$ cat src/rtl/branch_commit_queue_pkg.sv
// Shared widths and the per-entry record for the branch commit queue.
package branch_commit_queue_pkg;
  localparam int XLEN              = 32;
  localparam int BQ_SIZE_WIDTH_DEF = 3;

  typedef struct packed {
    logic [XLEN-1:0] pc;
    logic            pred;
    logic [XLEN-1:0] alt_target;
    logic            jump;
  } bq_entry_t;
endpackage

$ cat src/rtl/branch_commit_queue.sv
// In-order queue of in-flight branches; drives predictor update and redirect at commit.
// Optional statistics counters under BQ_STATS_EN.
module branch_commit_queue
  import branch_commit_queue_pkg::*;
#(
  parameter int BQ_SIZE_WIDTH = BQ_SIZE_WIDTH_DEF
) (
  input  logic                     clk,
  input  logic                     rst,
  input  logic                     rdy,
  input  logic                     flush,
  input  logic                     dec_bq_valid,
  input  logic [XLEN-1:0]          dec_bq_pc,
  input  logic                     dec_bq_pred,
  input  logic [XLEN-1:0]          dec_bq_alt_target,
  output logic                     bq_full,
  output logic [BQ_SIZE_WIDTH-1:0] bq_alloc_tag,
  input  logic                     alu_bq_valid,
  input  logic [BQ_SIZE_WIDTH-1:0] alu_bq_tag,
  input  logic                     alu_bq_jump,
  output logic                     bq_head_ready,
  input  logic                     rob_bq_commit,
  output logic                     bq_bp_enable,
  output logic [XLEN-1:0]          bq_bp_inst_addr,
  output logic                     bq_bp_jump,
  output logic                     bq_bp_correct,
  output logic                     bq_mispredict,
  output logic [XLEN-1:0]          bq_redirect_pc
`ifdef BQ_STATS_EN
  ,
  output logic [XLEN-1:0]          bq_commit_cnt,
  output logic [XLEN-1:0]          bq_mispred_cnt
`endif
);
  localparam int DEPTH = 1 << BQ_SIZE_WIDTH;
  localparam logic [BQ_SIZE_WIDTH:0] FULL_CNT = (BQ_SIZE_WIDTH+1)'(DEPTH);

  logic [DEPTH-1:0]         valid, resolved;
  bq_entry_t                ent [DEPTH];
  logic [BQ_SIZE_WIDTH-1:0] head, tail;
  logic [BQ_SIZE_WIDTH:0]   count;
  bq_entry_t                head_ent;
  logic                     do_alloc, do_resolve, do_commit, head_correct;

  assign bq_full       = (count == FULL_CNT);
  assign bq_alloc_tag  = tail;
  assign bq_head_ready = valid[head] && resolved[head];
  assign head_ent      = ent[head];
  assign head_correct  = (head_ent.pred == head_ent.jump);
  // A full queue drops the alloc even if the head retires this cycle.
  assign do_alloc      = dec_bq_valid && !bq_full;
  assign do_resolve    = alu_bq_valid && valid[alu_bq_tag];
  assign do_commit     = rob_bq_commit && bq_head_ready;

  // Payload needs no reset: valid/resolved gate every use of it.
  always_ff @(posedge clk) begin
    if (rdy && !flush) begin
      if (do_alloc)
        ent[tail] <= '{pc: dec_bq_pc, pred: dec_bq_pred,
                       alt_target: dec_bq_alt_target, jump: 1'b0};
      if (do_resolve) ent[alu_bq_tag].jump <= alu_bq_jump;
    end
  end

  always_ff @(posedge clk or posedge rst) begin
    if (rst) begin
      valid           <= '0;
      resolved        <= '0;
      head            <= '0;
      tail            <= '0;
      count           <= '0;
      bq_bp_enable    <= 1'b0;
      bq_bp_inst_addr <= '0;
      bq_bp_jump      <= 1'b0;
      bq_bp_correct   <= 1'b0;
      bq_mispredict   <= 1'b0;
      bq_redirect_pc  <= '0;
    end else if (rdy) begin
      if (flush) begin
        valid           <= '0;
        resolved        <= '0;
        head            <= '0;
        tail            <= '0;
        count           <= '0;
        bq_bp_enable    <= 1'b0;
        bq_bp_inst_addr <= '0;
        bq_bp_jump      <= 1'b0;
        bq_bp_correct   <= 1'b0;
        bq_mispredict   <= 1'b0;
        bq_redirect_pc  <= '0;
      end else begin
        if (do_resolve) resolved[alu_bq_tag] <= 1'b1;
        if (do_commit) begin
          valid[head] <= 1'b0;
          head        <= head + 1'b1;
        end
        if (do_alloc) begin
          valid[tail]    <= 1'b1;
          resolved[tail] <= 1'b0;
          tail           <= tail + 1'b1;
        end
        case ({do_alloc, do_commit})
          2'b10:   count <= count + 1'b1;
          2'b01:   count <= count - 1'b1;
          default: count <= count;
        endcase
        bq_bp_enable    <= do_commit;
        bq_bp_inst_addr <= do_commit ? head_ent.pc : '0;
        bq_bp_jump      <= do_commit && head_ent.jump;
        bq_bp_correct   <= do_commit && head_correct;
        bq_mispredict   <= do_commit && !head_correct;
        bq_redirect_pc  <= (do_commit && !head_correct) ? head_ent.alt_target : '0;
      end
    end
  end

`ifdef BQ_STATS_EN
  // Counters survive flush so they reflect lifetime totals.
  always_ff @(posedge clk or posedge rst) begin
    if (rst) begin
      bq_commit_cnt  <= '0;
      bq_mispred_cnt <= '0;
    end else if (rdy && !flush && do_commit) begin
      bq_commit_cnt <= bq_commit_cnt + 1'b1;
      if (!head_correct) bq_mispred_cnt <= bq_mispred_cnt + 1'b1;
    end
  end
`endif
endmodule

$ cat config.mk
export PLATFORM = sky130hd
export DESIGN_NAME = branch_commit_queue
export DESIGN_NICKNAME = d
export VERILOG_FILES = /design/src/rtl/branch_commit_queue_pkg.sv /design/src/rtl/branch_commit_queue.sv
export SDC_FILE = /design/constraint.sdc
export NUM_CORES = 1
export LEC_CHECK = 0
export CORE_MARGIN = 2
export CORE_UTILIZATION = 50
export DETAILED_ROUTE_END_ITERATION = 16
export PLACE_DENSITY = 0.72
export SYNTH_ARGS = -nofsm -noshare
export SYNTH_HDL_FRONTEND = slang
export SYNTH_SLANG_ARGS = --single-unit
$ cat constraint.sdc
create_clock -name clk -period 6.54 [get_ports clk]
set_clock_uncertainty 0.2 [all_clocks]
set_input_delay 1.962 -clock clk [delete_from_list [all_inputs] [get_ports clk]]
set_output_delay 1.962 -clock clk [all_outputs]
set_load 0.1 [all_outputs]
# Word level (Yosys, flattened, before mapping)
# Memories as Yosys holds them, arrays and structs flattened.
# Index checks and enable logic that the tools add are counted.
# Widths: inputs -> output; s select.
# totals
regBits	94
ramBits	528
input_bits	76
out_inout_bits	73
elab_cells	94
mem_count	1
# classes
addsub	4
n_lt_le_gt_ge	6
n_eq_ne	4
mux	42
bitwise	6
reduce_logical	20
# memory_table
memory	depth	width	rd	rd_clocked_by_memory_dff	write_ports	line_no	rtl
ent	8	66	1	0	2	branch_commit_queue.sv:39	bq_entry_t ent [DEPTH];
# ops
cell	n
$mux 32	4
$mux 8	10
$and 8x8->8	2
$mux 1	16
$not 8->8	2
$or 8x8->8	2
$lt 3x4->1 const B	3
$mux 3	4
$logic_and 1x1->1	11
$bmux 1 s3	3
$demux 1 s3	3
$ge 3x1->1 const B	3
$pmux 4 s2	1
$add 3x1->3 const B	2
$reduce_and 2->1	3
$add 4x1->4 const B	1
$eq 4x4->1 const B	1
$mux 4	1
$reduce_bool 2->1	2
$sub 4x1->4 const B	1
$logic_not 1->1	3
$reduce_bool 3->1	1
$eq 2x1->1 const B	1
$eq 2x2->1 const B	1
$eq 1x1->1	1

# Logic depth before layout (Yosys ltp)
# Gate-level depths: netlist (run 1).
# depth
depth_word	12
depth_mapped	13
ltp_nobuf	11

# Worst setup path after synthesis (run 1)
# No wires, ideal clock.
# synth_path
path_type	input to register
startpoint	in flush
endpoint	mem ent[1][0] (netlist bit), enable pin
setup_ns	0.316
arrival_ns	7.627
t_required_ns	6.024
path_slack_ns	-1.603
stages	5
path_buffers	1
path_cell_list	clkbuf_1 > nor2_1 > nand3_1 > nor3_1 > o21bai_1
# synth_rtl
element	line_no	rtl
from (decl)	branch_commit_queue.sv:11	input logic flush,
to (decl)	branch_commit_queue.sv:39	

# Final worst setup path (run 1)
# layout_path
startpoint	reg head[0]
endpoint	out bq_head_ready
# layout_between
elab_chain_cells	3
word_cells_on_any_way	5
cone_classes	mux: 4; reduce/logical: 1
# layout_rtl
element	line_no	rtl
from (decl)	branch_commit_queue.sv:40	logic [BQ_SIZE_WIDTH-1:0] head, tail;
from (signal assigned)	branch_commit_queue.sv:95	head <= head + 1'b1;
$bmux 1 s3	branch_commit_queue.sv:47	assign bq_head_ready = valid[head] && resolved[head];
$mux 1 (not written as such)	branch_commit_queue.sv:47	
$logic_and 1x1->1 *	branch_commit_queue.sv:47	
to (decl)	branch_commit_queue.sv:21	output logic bq_head_ready,
# Every way passes the cells marked *; elsewhere a longest branch is shown, timed or not. The select of a mux whose other input is x is not followed.

==> results of run 1 <==
==> worst register-to-register path, cell delays in order, from the launching register on <==
cell and delay, ns:
sky130_fd_sc_hd__dfrtp_4 0.61, sky130_fd_sc_hd__buf_4 0.60, sky130_fd_sc_hd__buf_4 0.92, sky130_fd_sc_hd__mux2i_1 0.37, sky130_fd_sc_hd__nor2_1 0.07, sky130_fd_sc_hd__nor4_2 0.44, sky130_fd_sc_hd__xnor2_1 0.21, sky130_fd_sc_hd__or2_2 0.68
sky130_fd_sc_hd__o41ai_2 0.45
==> metrics by stage <==
| stage | power (mW) | hold slack (ns) | cells |
|---|---|---|---|
| 5_1_grt | 8.08 | 0.296 | 2231 |
| 6_report | 7.88 | 0.278 | 2232 |
| 4_1_cts | 7.92 | 0.281 | 2230 |
| 2_1_floorplan | 4.52 | 0.250 | 1432 |
| 3_3_place_gp | 4.65 | 0.261 | 2119 |
| 3_5_place_dp | 4.66 | 0.268 | 2119 |
==> cell usage after synthesis (all sizes together), types with 3 or more instances <==
library cell  number  share of area
o2bb2ai           55          0.020
a221o              3         0.0013
o22ai             90          0.024
a32o               6         0.0025
o22a               6         0.0022
mux4              21          0.020
nand3             13         0.0027
a31oi              6         0.0016
nor2              52         0.0082
o211ai             6         0.0019
edfxtp           528           0.67
a21oi             25         0.0053
nor3               7         0.0015
o221ai            61          0.022
dfrtp             94          0.099
nand2             84          0.013
inv                9         0.0014
a21o               7         0.0022
clkbuf            60         0.0095
nor2b             12         0.0032
mux2i             36          0.015
a211o              4         0.0015
mux2              57          0.027
nand2b             9         0.0024
a22o               3         0.0011
o21ai             96          0.020
or2                5         0.0013
ha                 4         0.0021
buf               36         0.0077
nor4               3         0.0011
==> worst paths after layout <==
| kind | start | end | cells past startpoint |
|---|---|---|---|
| worst max register to register | head[1]$_DFFE_PP0P_ | bq_redirect_pc[20]$_DFFE_PP0P_ | 8 |
| min in group asynchronous | rst | bq_redirect_pc[6]$_DFFE_PP0P_ | 2 |
| worst min-delay path | resolved[1]$_DFFE_PP0P_ | resolved[1]$_DFFE_PP0P_ | 1 |
| worst min register to register | resolved[1]$_DFFE_PP0P_ | resolved[1]$_DFFE_PP0P_ | 1 |
| max in group asynchronous | rst | head[1]$_DFFE_PP0P_ | 3 |
| worst max-delay path | head[0]$_DFFE_PP0P_ | bq_head_ready | 3 |
==> layout make-up <==
class | count | area [µm²] | area share
diodes | 2 | 5.00 | 0.000180
clock buffers | 76 | 1590 | 0.0571
clock inverters | 35 | 289 | 0.0104
inverters | 11 | 50.0 | 0.00180
multi-input cells | 703 | 5190 | 0.186
flip-flops and latches | 622 | 18200 | 0.653
well taps | 607 | 759 | 0.0272
repair buffers | 176 | 1780 | 0.0638
==> sequential cells by signal, indices dropped and copies added, names as in the netlist <==
signal and count:
bq_alloc_tag 3, ent 528, valid 8, bq_bp_enable 1, bq_mispredict 1, resolved 8, bq_redirect_pc 32, bq_bp_correct 1
bq_bp_inst_addr 32, bq_bp_jump 1, count 4, head 3
==> cell families after synthesis <==
group	after synthesis	synth area share
xor gates and xnor gates	4	0.00147
DFF	622	0.765
adders and majority gates	4	0.00210
and+or+nand+nor	197	0.0376
buffers and inverters	107	0.0189
muxes	114	0.0621
AOI/OAI and AO/OA	384	0.113
==> report_power, final <==
| group | switching [mW] | internal, mW | total (mW) | leakage, nW |
|---|---|---|---|---|
| Combinational | 0.147 | 0.0747 | 0.222 | 2.17 |
| Sequential | 0.0158 | 4.34 | 4.35 | 6.06 |
| Clock | 1.43 | 1.87 | 3.30 | 0.922 |
==> routing by layer <==
layer,share of wire,vias to the layer above
li1,-,6031
met1,0.41,7128
met2,0.47,681
met3,0.090,100
met4,0.028,4
met5,0.00047,-
==> impl_summary.md, run 1 <==
Clock tree
Clock-pin slew was measured on the worst setup and hold paths at 0.06 ns. For this design, the CTS-stage hold fixing added 0 buffers. The clock insertion delay at the later pin of the skew report is 0.62 ns. In this run the deepest clock path goes through 3 buffers. The root cell of the clock tree is sky130_fd_sc_hd__clkbuf_16. TritonCTS built the clock tree. The post-cts gate resize count is 0. The H-tree was split into 2 levels. The number of setup buffers added after CTS is 0. TritonCTS created 59 clock buffers. The clock sink total is just over 600.

GRT
The fraction of met2 tracks used by global routing is 0.382. The pin count of the biggest net entering global routing is between 70 and 80. The first global-routing pass estimated 88700 µm of wire. The overall overflow remaining after global route is 0. The met1 routing resource usage after global routing is 0.336. Across every metal layer, demand over resource in global routing totals 0.240.

The global routing's busiest layer is met2. The initial antenna violation count was 4. The met3 global-route usage is 0.0452. The number of global-route vias before repair is approximately 14000.

Drt
Using the TritonRoute via totals, the vias-per-cell ratio works out to between 6 and 7. In the final routed layout, each cell accounts on average for 26.5 µm. The final wirelength is 59200 µm.

The detailed router finished its first iteration with between 1500 and 2000 violations. The detailed-route DRC error count is 0. The remaining antenna violation count is 0. The first detailed-routing pass ran for 6 iterations. The total vias in the final route is about 14000.

Floorplan
For this configuration, the core starts out at a cell density of 0.509. The row count is between 70 and 80. between 100 and 150 I/O pins were placed. In this run the standard cell core region covers about 0.047 mm².

The total die area is roughly 0.05 mm². The width of the chip is 222 µm. The height of the die is 222 µm.

Synthesis
For this run, the register share of the synthesized area comes to 0.765. Counting distinct cell types in the post-synthesis netlist gives between 60 and 70. During synthesis, Yosys emitted a total of 0 warnings.

After synthesis the netlist holds a flip-flop and latch count of 622. The number of enable-type register cells in the synthesized netlist is roughly 530. The post-synthesis instance total is between 1000 and 1500.

The per-instance average area after synthesis is 16.6 µm². Among all flip-flop cells after synthesis, the most frequent one is sky130_fd_sc_hd__edfxtp_1. Counting every net in the synthesized netlist gives between 1500 and 2000. The fraction of registers with async set/reset is 0.151.

The synthesized area is between 0.02 and 0.025 mm².

Outcome
The run finished with clean final reports.

Setup path
In this design, the stage delay of the slowest critical-path cell is about 1.2 ns. Grouping stages by cell kind, the critical path spends the most delay in buffers and inverters. The startpoint-to-endpoint class of the critical path is register to primary output.

The critical path goes through mux4_2 -> mux2i_1 -> clkdlybuf4s50_1. At the worst endpoint, the arrival time is a little over 3 ns. The nature of the critical path endpoint is a primary output. The slowest cell on the critical path is sky130_fd_sc_hd__clkdlybuf4s50_1.

The data required time of the worst path is roughly 4.4 ns. Of all nets on the critical path, the largest fanout is 8. For flop-to-flop paths, the worst setup slack is about 1.9 ns.

STA classifies the critical path startpoint as a register. Counting both buffers and inverters, the worst setup path holds a total of 1.

Timing
The hold violation count in the final report was 0. Adding up every negative setup slack in the final design gives 0 ns. Dividing the final minimum period by the clock period gives 0.798. Setup violations remaining at the end of the flow were counted as 0. At the pin with the least slew margin, the transition time is between 1 and 1.5 ns.

Setup repair after global routing left no endpoint under its margin. The time the final worst path needs with I/O delays and setup is about 5.2 ns. The worst slew margin relative to its limit is 0.172.

The count of pins over their slew limit came to 0. For this run, the top clock speed supported by timing is around 190 MHz. The worst path meets setup with 1.32 ns of slack.

Layout
The post-route standard cell area excluding fillers is 0.0279 mm². Fill cells in the final layout number 3477. In the layout the commonest cells are sky130_fd_sc_hd__edfxtp_1 (528), sky130_fd_sc_hd__clkdlybuf4s50_1 (148), sky130_fd_sc_hd__o21ai_0 (94). The count of nets after finishing is 1653.

The area growth from synthesis to layout is 17.1%. In the final layout, the share of cells above drive strength 1 is 0.137. The most common library cell in the layout ignoring fill and taps is sky130_fd_sc_hd__edfxtp_1.

The core occupancy in the finished layout is 0.596.

Place
Before CTS, the worst setup slack after placement is approximately 1.2 ns. In this run the cell area measured after placement is roughly 0.026 mm². The quantity of I/O buffers inserted on ports is 148. The weighted congestion at the end of routability-driven global placement is between 0.8 and 0.9. The sum of net half-perimeters after detailed placement is around 33000 µm.

Pwr
In this run the static leakage power is approximately 9.2 nW. Across the VDD grid, the largest voltage drop is 0.000225 V. The total power divided by cell area is about 280 mW/mm².

Hold path
The min-delay analysis places its worst path in the category register to register.

Job
The max-capacitance violation count is 0.
Power figures use the tool's default switching activity.
==> run 2: changes to the inputs <==
--- a/config.mk
+++ b/config.mk
@@ -8,7 +8,7 @@
 export CORE_MARGIN = 2
 export CORE_UTILIZATION = 50
 export DETAILED_ROUTE_END_ITERATION = 16
-export PLACE_DENSITY = 0.72
+export PLACE_DENSITY = 0.69
 export SYNTH_ARGS = -nofsm -noshare
 export SYNTH_HDL_FRONTEND = slang
 export SYNTH_SLANG_ARGS = --single-unit
==> constraint.sdc (replaced) <==
create_clock -name clk -period 5.44 [get_ports clk]
set_clock_uncertainty 0.2 [all_clocks]
set_input_delay 1.632 -clock clk [delete_from_list [all_inputs] [get_ports clk]]
set_output_delay 1.632 -clock clk [all_outputs]
set_load 0.1 [all_outputs]
==> impl_summary.md, run 2 (synthesis gave the netlist of run 1 again) <==
Outcome
The flow ran to the end, and the final reports show no timing, DRC or antenna violations.

Timing
In the finished design, the share of the clock period the worst path needs comes to 0.832. The hold violation count in the final report is 0 (unchanged). The worst slew margin relative to its limit is 0.254 (+0.0823). The tightest hold margin is 0.282 ns (+0.00442 ns).

Setup repair after global routing left no endpoint under its margin. The time the final worst path needs with I/O delays and setup is around 4.5 ns. The total negative slack for setup checks is 0 ns (unchanged). The count of pins over their slew limit is 0 (unchanged). The number of setup violations in the final report is 0 (unchanged). Timing would allow up to around 220 MHz. The measured slew at the worst slew-check pin is 1.12 ns (-0.123 ns).

Clock tree
The post-cts gate resize count was 0 (unchanged). The CTS tree is yes. The maximum level of the CTS H-tree is 2 (unchanged). The clock sink total is 622 (unchanged). The clock insertion delay at the later pin of the skew report was 0.62 ns (about the same). The register clock-pin slew on the reported worst setup and hold paths is 0.06 ns (about the same).

The number of hold-repair buffers added at the cts stage is 0 (unchanged). The number of setup buffers added after CTS is 0 (unchanged). Clock tree synthesis selected as its root buffer the cell sky130_fd_sc_hd__clkbuf_16. The clock buffer count from CTS is 60 (+1.7%). The maximum count of clock buffers along a single path is 3 (unchanged).

Floorplan
The row count is 79 (unchanged). The core footprint is 0.0468 mm² (unchanged). The width of the chip came to 222 µm (unchanged). The I/O pin total came to 149 (unchanged). The height of the die is 222 µm (unchanged).

The effective utilization at floorplan came to 0.509 (unchanged). The total die area was 0.0494 mm² (unchanged).

GRT
The initial antenna violation count was 2 (-2). The number of global-route vias before repair was 14000 (-0.58%). The global-route usage over all layers came to 0.238 (-0.00215). The overall overflow remaining after global route came to 0 (unchanged). The pin count of the biggest net entering global routing was 76 (unchanged). The wire length of the first global-routing pass is 87500 µm (-1.4%).

Layout
The area growth from synthesis to layout is 18.0%. The flip-flop count of the largest register after layout is 528 (unchanged). The core occupancy in the finished layout is 0.601 (+0.00468). The register with the most flip-flops in the final layout is ent.

In the layout the commonest cells are sky130_fd_sc_hd__edfxtp_1 (528), sky130_fd_sc_hd__clkdlybuf4s50_1 (147), sky130_fd_sc_hd__o21ai_0 (94). The largest registers in the layout are ent (528), bq_bp_inst_addr (32), bq_redirect_pc (32). The count of nets after finishing is 1665 (+0.73%). The proportion of layout cells with a drive suffix above 1 was 0.147 (+0.00921). The library cell used most frequently in the layout, excluding fill and tap cells, is sky130_fd_sc_hd__edfxtp_1.

The post-layout instance count excluding filler cells is 2245 (+0.58%).

Hold path
The worst min-delay path class is register to register. The startpoint identified for the worst hold timing path is resolved[7]$_DFFE_PP0P_.

Setup path
The data required time of the worst path is 3.61 ns (-0.77 ns). In this run the critical register-to-register path is launched from head[0]$_DFFE_PP0P_. The worst setup path startpoint is head[0]$_DFFE_PP0P_. The worst setup path is captured at a primary output.

The startpoint-to-endpoint class of the critical path is register to primary output. The worst-path maximum fanout is 43 (+35). The startpoint type of the worst setup path is a register.

The data arrival time of the critical path is 2.69 ns (-0.36 ns).

Drt
The detailed-route DRC error count is 0 (unchanged). The number of detailed-route iterations in the first pass came to 7 (+1). The detailed-routed wire length on met3 is 4970 µm (-6.9%). The routed wirelength normalized by instance count is 26.0 µm (-1.9%). The routed length on met1 is 24700 µm (+1.1%). The total vias in the final route is 13800 (-0.74%). The total length of routed met2 wires was 27400 µm (-1.4%).

The final wirelength is 58500 µm (-1.3%). The iteration-0 DRC count of the detailed router was 1459 (-13%). The top layer used by detailed routing is met5. The remaining antenna violation count is 0 (unchanged). The routed via count divided by cell count came to 6.17 (-1.3%).

Pwr
The leakage power of the design is 9.29 nW (+1.4%). The maximum VDD drop is 0.000294 V (+31%). The total power divided by cell area is 346 mW/mm² (+23%).

Place
The quantity of I/O buffers inserted on ports is 148 (unchanged). The sum of net half-perimeters after detailed placement was 33700 µm (+1.6%). The count of placed standard cells including taps is 2130 (+0.52%). The weighted congestion at the end of routability-driven global placement is 0.869 (+0.65%).

Job
The max-capacitance violation count is 0 (unchanged).
## run 2: report_power, final
group          switching, mW  leakage [nW]  internal (mW)
sequential            0.0207          6.06           5.22
combinational          0.176          2.22         0.0924
clock                   1.73          1.00           2.49
## run 2: worst paths after layout
kind / to / slack (ns) / cells after the start
max in group asynchronous: count[2]$_DFFE_PP0P_ / 2.82 / 3
worst max-delay path: bq_head_ready / 0.92 / 3
worst min-delay path: resolved[7]$_DFFE_PP0P_ / 0.28 / 1
worst max register to register: bq_redirect_pc[15]$_DFFE_PP0P_ / 1.51 / 6
worst min register to register: resolved[7]$_DFFE_PP0P_ / 0.28 / 1
min in group asynchronous: bq_bp_inst_addr[27]$_DFFE_PP0P_ / 1.35 / 2
## run 2: critical path, cell delays in order, from the launching register on
cell and delay [ns]:
sky130_fd_sc_hd__dfrtp_4 0.90, sky130_fd_sc_hd__mux4_2 0.65, sky130_fd_sc_hd__mux2i_1 0.18, sky130_fd_sc_hd__buf_4 0.32
## run 2: layout make-up
class                      instances  area (µm²)
inverter                          11        53.8
antenna                            1        2.50
timing repair buffer             187        1830
multi-input combinational        703        5200
sequential                       622       18200
tap                              607         759
fill                            3422       18700
clock inverter                    23         253
clock buffer                      91        1780
## run 2: metal layers
metal  vias to the layer above  track usage
met5                         -            0
met4                         2       0.0687
met3                        83       0.0481
met2                       630        0.373
met1                      7067        0.341
li1                       6059            -
## run 2: stage by stage
step	area [µm²]	total power, mW	setup WS, ns
after floorplan	23800	5.44	0.625
after global placement	26100	5.60	0.973
after detailed placement	26100	5.60	0.912
after CTS	28100	9.78	0.856
after global routing	28100	10.0	0.810
final	28100	9.73	0.915
